### src/rtl/fifo_stream_reader_if.sv
// Bundle of the FIFO pull-style read port and the valid/ready output stream.
// The master side is the reader adapter; the slave side is the surrounding
// environment (FIFO read port plus downstream consumer).
interface fifo_stream_reader_if #(
    parameter int DATA_WIDTH = 8
);
    // FIFO read port
    logic [DATA_WIDTH-1:0] fifo_data;
    logic                  fifo_empty;
    logic                  fifo_req;

    // Output stream
    logic [DATA_WIDTH-1:0] out_data;
    logic                  out_valid;
    logic                  out_ready;

    modport master (
        input  fifo_data,
        input  fifo_empty,
        output fifo_req,
        output out_data,
        output out_valid,
        input  out_ready
    );

    modport slave (
        output fifo_data,
        output fifo_empty,
        input  fifo_req,
        input  out_data,
        input  out_valid,
        output out_ready
    );
endinterface

### src/rtl/fifo_stream_reader.sv
// Drains a FIFO read port (pop request, data one cycle after the pop) into a
// valid/ready stream. A two-entry buffer (head + skid) covers the one-cycle
// read latency so that a continuously ready consumer sees one word per clock.
// Pops are only issued when the buffer is guaranteed to have room for the
// word once it arrives, so captured words can never overflow the buffer.
module fifo_stream_reader #(
    parameter int DATA_WIDTH  = 8,
    parameter int COUNT_WIDTH = 16
) (
    input  logic                   clk,
    input  logic                   reset_n,
    fifo_stream_reader_if.master   bus,
    output logic [COUNT_WIDTH-1:0] word_count
);

    logic [1:0]            occ;          // buffered words, 0..2
    logic [1:0]            occ_after;    // occupancy after this cycle's transfer
    logic [1:0]            occ_next;
    logic                  inflight;     // fifo_data carries a popped word this cycle
    logic [DATA_WIDTH-1:0] head;
    logic [DATA_WIDTH-1:0] head_next;
    logic [DATA_WIDTH-1:0] skid;
    logic [DATA_WIDTH-1:0] skid_next;
    logic                  valid;
    logic                  xfer;
    logic                  pop;
    logic [2:0]            committed;    // words held or arriving once this transfer retires

    assign valid         = (occ != 2'd0);
    assign xfer          = valid && bus.out_ready;
    assign bus.out_valid = valid;
    assign bus.out_data  = head;

    // A pop is allowed only if the buffer can still absorb the returning word
    // after accounting for the word already in flight and this cycle's transfer.
    assign committed    = {1'b0, occ} + {2'b00, inflight} - {2'b00, xfer};
    assign bus.fifo_req = reset_n && !bus.fifo_empty && (committed < 3'd2);
    assign pop          = bus.fifo_req && !bus.fifo_empty;

    // Next buffer contents: shift skid into head on a transfer, then place the
    // captured word in the lowest free slot.
    always_comb begin
        // NOTE: every output of this block gets a default first so no path
        // leaves a value unassigned and no latch is inferred.
        head_next = head;
        skid_next = skid;
        occ_after = occ - {1'b0, xfer};
        occ_next  = occ_after;

        if (xfer && (occ == 2'd2)) begin
            head_next = skid;
        end

        if (inflight) begin
            if (occ_after == 2'd0) begin
                head_next = bus.fifo_data;
            end else begin
                skid_next = bus.fifo_data;
            end
            occ_next = occ_after + 2'd1;
        end
    end

    // Control state, head word and delivered-word counter.
    always_ff @(posedge clk) begin
        // NOTE: state registers use non-blocking assignments so every flop
        // samples the pre-edge values regardless of statement order.
        if (!reset_n) begin
            occ        <= 2'd0;
            inflight   <= 1'b0;
            head       <= '0;
            word_count <= '0;
        end else begin
            occ      <= occ_next;
            inflight <= pop;
            head     <= head_next;
            if (xfer) begin
                word_count <= word_count + COUNT_WIDTH'(1);
            end
        end
    end

    // Skid data storage.
    always_ff @(posedge clk) begin
        // NOTE: the skid word is never read unless occ says it was written, so
        // it carries no reset; only the occupancy that qualifies it is reset.
        skid <= skid_next;
    end

endmodule
### src/flat_wrapper.sv
// flat-port wrapper written by rule: the top's interface ports become plain ports
module fifo_stream_reader_flat 
#(
    parameter int DATA_WIDTH  = 8,
    parameter int COUNT_WIDTH = 16
)
  (clk, reset_n, word_count, bus_fifo_data, bus_fifo_empty, bus_fifo_req, bus_out_data, bus_out_valid, bus_out_ready);
  fifo_stream_reader_if #(.DATA_WIDTH(DATA_WIDTH)) bus_i ();
  input  logic clk;
  input  logic reset_n;
  output logic [COUNT_WIDTH-1:0] word_count;
  input wire logic [$bits(bus_i.fifo_data)-1:0] bus_fifo_data;
  input wire logic [$bits(bus_i.fifo_empty)-1:0] bus_fifo_empty;
  output wire logic [$bits(bus_i.fifo_req)-1:0] bus_fifo_req;
  output wire logic [$bits(bus_i.out_data)-1:0] bus_out_data;
  output wire logic [$bits(bus_i.out_valid)-1:0] bus_out_valid;
  input wire logic [$bits(bus_i.out_ready)-1:0] bus_out_ready;
  assign bus_i.fifo_data = bus_fifo_data;
  assign bus_i.fifo_empty = bus_fifo_empty;
  assign bus_fifo_req = bus_i.fifo_req;
  assign bus_out_data = bus_i.out_data;
  assign bus_out_valid = bus_i.out_valid;
  assign bus_i.out_ready = bus_out_ready;
  fifo_stream_reader #(.DATA_WIDTH(DATA_WIDTH), .COUNT_WIDTH(COUNT_WIDTH)) u_core (.clk(clk), .reset_n(reset_n), .bus(bus_i), .word_count(word_count));
endmodule
### config.mk
export PLATFORM = sky130hd
export DESIGN_NAME = fifo_stream_reader_flat
export DESIGN_NICKNAME = d
export VERILOG_FILES = /design/src/rtl/fifo_stream_reader_if.sv /design/src/rtl/fifo_stream_reader.sv /design/src/flat_wrapper.sv
export SDC_FILE = /design/constraint.sdc
export NUM_CORES = 1
export LEC_CHECK = 0
export ABC_AREA = 1
export CAP_MARGIN = 0
export CORE_AREA = 2 2 122 65
export CTS_BUF_LIST = sky130_fd_sc_hd__clkbuf_4 sky130_fd_sc_hd__clkbuf_8
export DETAILED_ROUTE_END_ITERATION = 8
export DIE_AREA = 0 0 124 67
export PLACE_DENSITY = 0.51
export SYNTH_ARGS = -nofsm -noshare
export SYNTH_HDL_FRONTEND = slang
export SYNTH_SLANG_ARGS = --single-unit
### constraint.sdc
create_clock -name clk -period 3.15 [get_ports clk]
set_input_delay 0.315 -clock clk [delete_from_list [all_inputs] [get_ports clk]]
set_output_delay 0.315 -clock clk [all_outputs]
set_load 0.02 [all_outputs]
==> run metrics, run 1 <==
run status finished, final reports clean; routed vias 1,448; final count of negative-setup-slack endpoints 0; Max FO, Critical Path 2; floorplan die width 124 µm; CP Buf/Inv Count 5; worst-skew pair later-pin latency 290 ps; post-synthesis cell type count 24; CTS Root Cell sky130_fd_sc_hd__clkbuf_8; PD cells 658.9 nW/µm²; family with the most delay on the worst path buffers and inverters; final critical-path required period 2872 ps; sequential cell area fraction in the yosys report 46.19%; startpoint of the worst register-to-register path u_core.occ[0]$_SDFF_PN0_; effective utilization at floorplan 23.62%; Final Cycle Share 91.16%; area leader, netlist sky130_fd_sc_hd__dfxtp_1; maximum number of pins on one net before global-route repair 25; kind of end point of the critical path output port; n_diodes 0; setup slack at placement -52.94 ps; Critical path origin bus_out_ready; total I/O pin count 38; CTS H-Tree Depth 2; Sink Count 35; via-per-instance ratio 4.149; mapped cell area 1690 µm²; fin cells 349; number of placement rows 22; cell count after synthesis 207; Detail Placement HPWL 3153 µm; CTS clk-pin slew, worst paths 70 ps; GRT Resource Usage Total 10.85%; maximum root-to-sink buffer count 2; setup repair after global routing missed its margin false; mean instance size in the synthesized netlist 8.166 µm²; top-area cell type share of the netlist area 31.98%; vertical die dimension 67 µm; main area contributors after synthesis sky130_fd_sc_hd__dfxtp_1 (32%), sky130_fd_sc_hd__edfxtp_1 (14%), sky130_fd_sc_hd__inv_1 (7.3%); Remaining DRCs 0; proportion of power drawn by flip-flops and latches 38.5%; area growth from synthesis to layout 36.49%; Fillers 759; number of slew-limit violations in the final report 0; Detailed Route Iter0 Violations 91; Die Footprint 8308 µm²; internal power consumption 1.030 mW; Max Clk Rate 0.3482 GHz; type of origin of the critical path input port; Final Worst Setup Slack 278.5 ps; share of layout cells above drive strength 1 13.04%; via count of the first global-routing pass 1,381; final cell area excluding filler cells 2307 µm²; start-to-end type of the worst setup path input port to output port; largest stage delay on the critical path 480 ps; final worst clock skew 13.54 ps; Hold Vio Cnt, Final 0; worst path required time 2830 ps; CP cell instances clkdlybuf4s50_1 > inv_1 > nor2_4 > ha_1 > inv_1 > ha_1 > inv_1 > fa_1 > nand2_1 > nor3_1 > dlygate4sd2_1; nets 270; TritonCTS clock tree yes; Arr. time, crit path 2560 ps; first-pass GRT wire length 6686 µm; number of warnings printed during yosys synthesis 0; maximum VDD drop 191.7 µV; Tightest Pin Transition 458.1 ps; count of hold-fix buffers inserted at cts 0; initial antenna violation count 0; total clock buffers created by CTS 5; type of the tightest min-delay check flip-flop to flip-flop; cell type with the highest occurrence count on the critical path sky130_fd_sc_hd__inv_1; net switching fraction of the power 32.25%; Max-Slew Margin vs Limit 69.39%; Yosys reg bits 35; Port Buf Inserts 37; floorplan core area 7157 µm²; switching power summed over all nets 490.2 µW; remaining antenna violation count 0; Placement Cell Area 2195 µm²; max-capacitance violation count 0; syn_nets 225; cell at the slowest stage of the critical path sky130_fd_sc_hd__clkdlybuf4s50_1; aggregate global routing overflow 0; 1st-pass router iterations 4; Routed WL 4182 µm; RD Place Congestion 0.7956; cell count after placement 341; Gate power share 33.9%; average wire per cell in the routed design 11.98 µm; hold path startpoint u_core.word_count[0]$_SDFFE_PN0P_; leakage power of the design 0.8949 nW; portion of total power attributed to the clock network 27.6%
metrics by stage:
stage / power [mW] / util, % / hold WS (ps) / TNS (ps)
2_1_floorplan: 0.9108 / - / 394.3 / 0
3_3_place_gp: 1.113 / 30.66 / 481.1 / -95.76
3_5_place_dp: 1.120 / 30.66 / 513.9 / -52.94
4_1_cts: 1.542 / 32.24 / 525.8 / 0
5_1_grt: 1.622 / 32.24 / 543.7 / 0
6_report: 1.520 / 32.24 / 528.6 / 0
cell usage after synthesis:
| cell | count |
|---|---|
| sky130_fd_sc_hd__inv_1 | 33 |
| sky130_fd_sc_hd__nand2_1 | 33 |
| sky130_fd_sc_hd__dfxtp_1 | 27 |
| sky130_fd_sc_hd__nor2_1 | 24 |
| sky130_fd_sc_hd__o21ai_0 | 14 |
| sky130_fd_sc_hd__nand3_1 | 10 |
| sky130_fd_sc_hd__nand4_1 | 10 |
| sky130_fd_sc_hd__a21oi_1 | 9 |
| sky130_fd_sc_hd__a31o_2 | 8 |
| sky130_fd_sc_hd__edfxtp_1 | 8 |
| sky130_fd_sc_hd__nor3_1 | 7 |
| sky130_fd_sc_hd__ha_1 | 5 |
| sky130_fd_sc_hd__nor2_4 | 3 |
| sky130_fd_sc_hd__buf_4 | 2 |
| sky130_fd_sc_hd__clkbuf_1 | 2 |
| sky130_fd_sc_hd__inv_2 | 2 |
| sky130_fd_sc_hd__nand3_2 | 2 |
| sky130_fd_sc_hd__xor2_1 | 2 |
| sky130_fd_sc_hd__buf_2 | 1 |
| sky130_fd_sc_hd__buf_6 | 1 |
| sky130_fd_sc_hd__fa_1 | 1 |
| sky130_fd_sc_hd__nand2_4 | 1 |
| sky130_fd_sc_hd__nand3_4 | 1 |
| sky130_fd_sc_hd__nor3_2 | 1 |
cell usage in the layout, fill, tap and decap left out, drive strengths merged:
master	Yosys	routed
xor2	2	2
nand3	13	13
buf	4	7
nor3	8	8
clkdlybuf4s50	0	36
clkbuf	2	7
nand4	10	10
edfxtp	8	8
inv	35	35
nor2	27	27
o21ai	14	14
a31o	8	8
dfxtp	27	27
nand2	34	34
a21oi	9	9
ha	5	5
dlygate4sd2	0	1
bufinv	0	1
fa	1	1
area by class of cell:
type	instances	area, µm²	area share, %
Clock buffer	7	83.83	3.633
Clock inverter	1	30.03	1.302
Inverter	35	131.4	5.694
Multi-Input combinational cell	131	739.5	32.05
Sequential cell	35	780.7	33.84
Tap cell	96	120.1	5.206
Timing Repair Buffer	44	421.7	18.28
power groups by stage:
stage / combinational, mW / clock, mW / sequential, mW
finish: 0.515 / 0.419 / 0.586
detailed placement: 0.523 / 0 / 0.596
CTS: 0.524 / 0.431 / 0.586
global placement: 0.516 / 0 / 0.597
floorplan: 0.261 / 0 / 0.650
global route: 0.579 / 0.448 / 0.594
cell families after synthesis:
kind of cell / after synthesis / share of synthesized area, %
xor gates and xnor gates: 2 / 1.036
adders and majority gates: 6 / 4.885
DFF: 35 / 46.19
and+or+nand+nor: 92 / 26.87
AOI/OAI and AO/OA: 31 / 10.95
buffers and inverters: 41 / 10.07
state kept, by name, indices dropped and copies added, names as in the netlist:
signal	cells
u_core.occ	2
u_core.inflight	1
u_core.skid	8
u_core.word_count	16
u_core.bus.out_data	8
metal layers:
metal	up-vias	routed length (µm)	track usage, %
met5	-	0	0
met4	0	27	2.949
met3	4	296	3.938
met2	33	1438	13.19
met1	644	2419	16.95
li1	767	-	-
worst register-to-register path: cells and delay by family, from the launching register on:
kind                       cells  cell delay [ps]
DFF                            1              310
buffers and inverters          3              170
adders and majority gates      3              600
and+or+nand+nor                3              510
AOI/OAI and AO/OA              2              420
final timing paths:
kind,end,slack (ps),depth (start not counted)
setup / recovery,bus_fifo_req,280,11
hold / removal,u_core.word_count[0]$_SDFFE_PN0P_,530,1
setup reg to reg,u_core.bus.out_data[3]$_SDFF_PN0_,1020,11
hold reg to reg,u_core.word_count[0]$_SDFFE_PN0P_,530,1
timing repair:
| item | CTS | global route |
|---|---|---|
| buffers inserted | 0 | 0 |
| setup endpoints to repair | 1 | 0 |
| gates resized for setup | 1 | 0 |
(Power assumes the default switching activity.)
==> run 2, diff against run 1 <==
CORE_AREA = 3 3 123 66   (was 2 2 122 65)
DIE_AREA = 0 0 126 69   (was 0 0 124 67)
==> run 2 against run 1 <==
  * Design area hardly changed
  * Count of clock-buffer cells in the layout is 2 lower
  * Largest power group unchanged
  * Die area is 4.6% higher
  * Maximum frequency is 1.5% lower
  * Highest routed layer unchanged
  * Routed wire length hardly changed
  * Critical endpoint unchanged
==> run metrics, run 2 (synthesis gave the netlist of run 1 again) <==
number of logic stages on the critical path including buffering 11; Max FO, Critical Path 2; setup repair after global routing missed its margin false; average wire per cell in the routed design 11.99 µm; portion of total power attributed to the clock network 27.1%; Hold Vio Cnt, Final 0; maximum root-to-sink buffer count 2; vertical die dimension 69 µm; leakage power of the design 0.8937 nW; via-per-instance ratio 4.155; proportion of power drawn by flip-flops and latches 38.8%; worst path required time 2830 ps; run status finished, final reports clean; final cell area excluding filler cells 2306 µm²; CTS Root Cell sky130_fd_sc_hd__clkbuf_8; total I/O pin count 38; CP cell instances clkdlybuf4s50_1 > inv_1 > nor2_4 > ha_1 > inv_1 > ha_1 > inv_1 > fa_1 > nand2_1 > nor3_1 > dlygate4sd2_1; CP Buf/Inv Count 5; 1st-pass router iterations 4; post-layout power 1.513 mW; routed vias 1,450; internal power consumption 1.010 mW; start-to-end type of the worst setup path input port to output port; CTS clk-pin slew, worst paths 80 ps; share of layout cells above drive strength 1 13.04%; max FFs per register 16; Max Clk Rate 0.3429 GHz; Arr. time, crit path 2600 ps; area growth from synthesis to layout 36.42%; Placement Cell Area 2195 µm²; endpoint of the worst hold path u_core.word_count[3]$_SDFFE_PN0P_; Port Buf Inserts 37; most frequent cells in the layout sky130_fd_sc_hd__clkdlybuf4s50_1 (36), sky130_fd_sc_hd__inv_1 (33), sky130_fd_sc_hd__nand2_1 (33); via count of the first global-routing pass 1,352; Sink Count 35; leading cell type in the layout, fill and taps excluded sky130_fd_sc_hd__clkdlybuf4s50_1; Hold Slack 499.7 ps; Remaining DRCs 0; worst-skew pair later-pin latency 290 ps; type of the tightest min-delay check flip-flop to flip-flop; Max-Slew Margin vs Limit 67.66%; Final Cycle Share 92.57%; CTS H-Tree Depth 2; TritonCTS clock tree yes; number of slew-limit violations in the final report 0; final critical-path required period 2916 ps; final count of negative-setup-slack endpoints 0; net switching fraction of the power 33.24%; GRT Resource Usage Total 10.22%; hold path startpoint u_core.word_count[3]$_SDFFE_PN0P_; remaining antenna violation count 0; Die Footprint 8694 µm²; final worst clock skew 11.97 ps; Detail Placement HPWL 3180 µm; path depth of the worst reg2reg path 11; Cells on Worst Hold Path 1; Setup Total Neg Slack 0 ps; switching power summed over all nets 503.1 µW; cell type with the highest occurrence count on the critical path sky130_fd_sc_hd__inv_1; initial antenna violation count 0; Gate power share 34.1%; Detailed Route Iter0 Violations 92; floorplan core area 7157 µm²; Routed WL 4183 µm; PD cells 656.3 nW/µm²; type of origin of the critical path input port; startpoint of the worst register-to-register path u_core.occ[0]$_SDFF_PN0_; nets 270; effective utilization at floorplan 23.62%; floorplan die width 126 µm; maximum VDD drop 241.0 µV; first-pass GRT wire length 7038 µm; setup slack of the most critical reg-to-reg path 1010 ps; kind of end point of the critical path output port; Tightest Pin Transition 483.9 ps; maximum number of pins on one net before global-route repair 25; post-CTS setup repair buffer count 0; total clock buffers created by CTS 5; family with the most delay on the worst path buffers and inverters; largest stage delay on the critical path 490 ps; r2r endpoint u_core.bus.out_data[3]$_SDFF_PN0_; number of placement rows 22; cell at the slowest stage of the critical path sky130_fd_sc_hd__clkdlybuf4s50_1; n_diodes 0; register with the most flip-flops u_core.word_count; aggregate global routing overflow 0; max-capacitance violation count 0; RD Place Congestion 0.7782
[run 2: cell types whose count changed in the layout (fill, tap and decap cells not counted), sizes merged]
| cell | before | now |
|---|---|---|
| clkinv | 0 | 2 |
| clkbuf | 7 | 5 |
[run 2: worst register-to-register path: stages (launching register included)]
cell	delay (ps)
sky130_fd_sc_hd__dfxtp_1	310
sky130_fd_sc_hd__nor2_1	180
sky130_fd_sc_hd__nor2_4	50
sky130_fd_sc_hd__ha_1	240
sky130_fd_sc_hd__inv_1	70
sky130_fd_sc_hd__ha_1	210
sky130_fd_sc_hd__inv_1	70
sky130_fd_sc_hd__ha_1	160
sky130_fd_sc_hd__nand2_1	290
sky130_fd_sc_hd__o21ai_0	290
sky130_fd_sc_hd__a31o_2	130
sky130_fd_sc_hd__inv_1	30
[run 2: area by class of cell]
class | instances | area [µm²]
Multi-Input combinational cell | 131 | 739.5
Sequential cell | 35 | 780.7
Clock inverter | 3 | 43.79
Clock buffer | 5 | 68.82
Fill cell | 770 | 4851
Inverter | 35 | 131.4
Timing Repair Buffer | 44 | 421.7
Tap cell | 96 | 120.1
[run 2: power by group through the flow]
stage | clock [mW] | combinational, mW | sequential, mW
finish | 0.411 | 0.515 | 0.587
global route | 0.446 | 0.575 | 0.598
CTS | 0.424 | 0.523 | 0.588
detailed placement | 0 | 0.523 | 0.598
global placement | 0 | 0.519 | 0.595
floorplan | 0 | 0.261 | 0.650
[run 2: per-stage QoR]
stage | cells | setup slack [ps] | utilization, %
global placement | 341 | -85.20 | 30.66
finish | 349 | 234.0 | 32.22
CTS | 349 | 204.3 | 32.22
detailed placement | 341 | -73.37 | 30.66
global route | 349 | 62.28 | 32.22
floorplan | 207 | 707.7 | -
[run 2: layer usage]
metal,global-route usage (%),wire length [µm],vias up
li1,-,-,772
met1,16.62,2552,649
met2,12.18,1418,25
met3,3.096,161,4
met4,3.210,50,0
met5,0,0,-
[run 2: what timing repair did]
action	4_1_cts	5_1_grt
endpoints found under the setup margin	1	0
hold buffers	0	0
resized for setup	1	0
[run 2: worst max-delay path by stage]
stage	from	end	slack, ps
2_1_floorplan	u_core.occ[1]$_SDFF_PN0_	bus_fifo_req	710
3_3_place_gp	bus_out_ready	bus_fifo_req	-90
3_5_place_dp	bus_out_ready	bus_fifo_req	-70
4_1_cts	bus_out_ready	bus_fifo_req	200
5_1_grt	bus_out_ready	bus_fifo_req	60
6_report	bus_out_ready	bus_fifo_req	230
==> run 3, diff against run 2 <==
CORE_AREA = 2 2 122 65   (was 3 3 123 66)
CTS_BUF_LIST = default   (was sky130_fd_sc_hd__clkbuf_4 sky130_fd_sc_hd__clkbuf_8)
DIE_AREA = 0 0 124 67   (was 0 0 126 69)
==> run 3 against run 2 <==
  * Worst hold slack improved by 14 ps
  * Count of clock-buffer cells in the layout rose by 3
  * Routed wire length rose by 0.26%
  * Setup slack improved by 45 ps
  * Sequential power barely moved
  * Final cell count did not move
  * Die area fell by 4.4%
  * Largest cell class unchanged
  * Largest power group unchanged
==> run metrics, run 3 (synthesis gave the netlist of run 1 again) <==
initial antenna violation count 0; effective utilization at floorplan 23.62%; CTS clk-pin slew, worst paths 50 ps; most used routing layer met1; start-to-end type of the worst setup path input port to output port; maximum number of pins on one net before global-route repair 25; worst path required time 2830 ps; final core utilization 32.85%; Cells on Worst Hold Path 1; endpoint of the worst hold path u_core.word_count[0]$_SDFFE_PN0P_; most frequent cells in the layout sky130_fd_sc_hd__clkdlybuf4s50_1 (36), sky130_fd_sc_hd__inv_1 (33), sky130_fd_sc_hd__nand2_1 (33); worst-skew pair later-pin latency 280 ps; setup slack of the most critical reg-to-reg path 1020 ps; Critical path origin bus_out_ready; kind of end point of the critical path output port; cell type with the highest occurrence count on the critical path sky130_fd_sc_hd__inv_1; routed vias 1,443; Detailed Route Iter0 Violations 120; CTS Root Cell sky130_fd_sc_hd__clkbuf_16; register with the most flip-flops u_core.word_count; type of origin of the critical path input port; CP cell instances clkdlybuf4s50_1 > inv_1 > nor2_4 > ha_1 > inv_1 > ha_1 > inv_1 > fa_1 > nand2_1 > nor3_1 > dlygate4sd2_1; final count of negative-setup-slack endpoints 0; GRT Resource Usage Total 10.98%; post-CTS setup repair buffer count 0; count of hold-fix buffers inserted at cts 0; global routing met1 resource utilization 17.36%; Tightest Pin Transition 464.5 ps; Arr. time, crit path 2560 ps; Max FO, Critical Path 2; maximum root-to-sink buffer count 2; Port Buf Inserts 37; Setup Total Neg Slack 0 ps; floorplan core area 7157 µm²; leading cell type in the layout, fill and taps excluded sky130_fd_sc_hd__clkdlybuf4s50_1; r2r endpoint u_core.bus.out_data[3]$_SDFF_PN0_; floorplan die width 124 µm; vertical die dimension 67 µm; Remaining DRCs 0; RD Place Congestion 0.7956; Fillers 754; met3 track demand over resource in global routing 3.682%; CTS H-Tree Depth 2; cell at the slowest stage of the critical path sky130_fd_sc_hd__clkdlybuf4s50_1; final critical-path required period 2871 ps; Final Cycle Share 91.14%; TritonCTS clock tree yes; n_diodes 0; setup slack at placement -52.94 ps; max-capacitance violation count 0; remaining antenna violation count 0; maximum VDD drop 246.2 µV; Hold Vio Cnt, Final 0; largest stage delay on the critical path 480 ps; Routed WL 4194 µm; setup repair after global routing missed its margin false; final worst clock skew 8.158 ps; Detail Placement HPWL 3153 µm; average wire per cell in the routed design 12.02 µm; nets 270; max FFs per register 16; run status finished, final reports clean; global routing usage on met2 12.91%; leakage power of the design 0.9119 nW; total I/O pin count 38; share of layout cells above drive strength 1 12.25%; Max-Slew Margin vs Limit 68.96%; register area 780.7 µm²; total clock buffers created by CTS 5; 1st-pass router iterations 4; PD cells 690.6 nW/µm²; via count of the first global-routing pass 1,365; area growth from synthesis to layout 39.08%; CP Buf/Inv Count 5; Die Footprint 8308 µm²; path depth of the worst reg2reg path 11; type of the tightest min-delay check flip-flop to flip-flop; first-pass GRT wire length 6727 µm; aggregate global routing overflow 0; family with the most delay on the worst path buffers and inverters; Final Worst Setup Slack 279.0 ps; hold path startpoint u_core.word_count[0]$_SDFFE_PN0P_; Sink Count 35; combined area of the multi-input logic cells 739.5 µm²; number of placement rows 22; startpoint of the worst register-to-register path u_core.occ[0]$_SDFF_PN0_; Max Clk Rate 0.3483 GHz; via-per-instance ratio 4.135; number of slew-limit violations in the final report 0
[run 3: cell types whose count changed in the layout (fill, tap and decap cells not counted), sizes merged]
cell	delta
clkbuf	+3
clkinv	-2
bufinv	-1
[run 3: area by class of cell]
type,instances,area share [%]
inverter,35,5.588
multi-input combinational,131,31.45
clock buffer,8,6.706
sequential,35,33.21
timing repair buffer,44,17.94
tap,96,5.109
[run 3: worst max path at each step]
| stage | end | cells after the start |
|---|---|---|
| floorplan | bus_fifo_req | 9 |
| global placement | bus_fifo_req | 11 |
| detailed placement | bus_fifo_req | 11 |
| CTS | bus_fifo_req | 11 |
| global route | bus_fifo_req | 11 |
| finish | bus_fifo_req | 11 |
[run 3: power by group]
group | total (mW) | switching, mW | internal, mW
clock network | 0.522 | 0.180 | 0.342
registers | 0.586 | 0.0433 | 0.543
logic | 0.516 | 0.282 | 0.234
total | 1.62 | 0.505 | 1.12
[run 3: through the flow]
step	power (mW)	std cells	hold slack, ps	area (µm²)
after floorplan	0.9108	207	394.3	1690
after global placement	1.113	341	481.1	2195
after detailed placement	1.120	341	513.9	2195
after CTS	1.650	349	521.3	2351
after global routing	1.735	349	538.6	2351
final	1.624	349	513.4	2351
[run 3: what timing repair did]
item,CTS,global route
endpoints found under the hold margin,0,0
setup endpoints to repair,1,0
resized for setup,1,0
[run 3: worst reg2reg max path, stage by stage (launching register included)]
cell,delay [ps]
sky130_fd_sc_hd__dfxtp_1,310
sky130_fd_sc_hd__nor2_1,180
sky130_fd_sc_hd__nor2_4,50
sky130_fd_sc_hd__ha_1,240
sky130_fd_sc_hd__inv_1,70
sky130_fd_sc_hd__ha_1,210
sky130_fd_sc_hd__inv_1,70
sky130_fd_sc_hd__ha_1,170
sky130_fd_sc_hd__nand2_1,280
sky130_fd_sc_hd__o21ai_0,290
sky130_fd_sc_hd__a31o_2,130
sky130_fd_sc_hd__inv_1,30
[run 3: metal layers]
| layer | up-vias | wire [µm] |
|---|---|---|
| met5 | - | 0 |
| met4 | 0 | 40 |
| met3 | 5 | 272 |
| met2 | 29 | 1468 |
| met1 | 642 | 2413 |
| li1 | 767 | - |
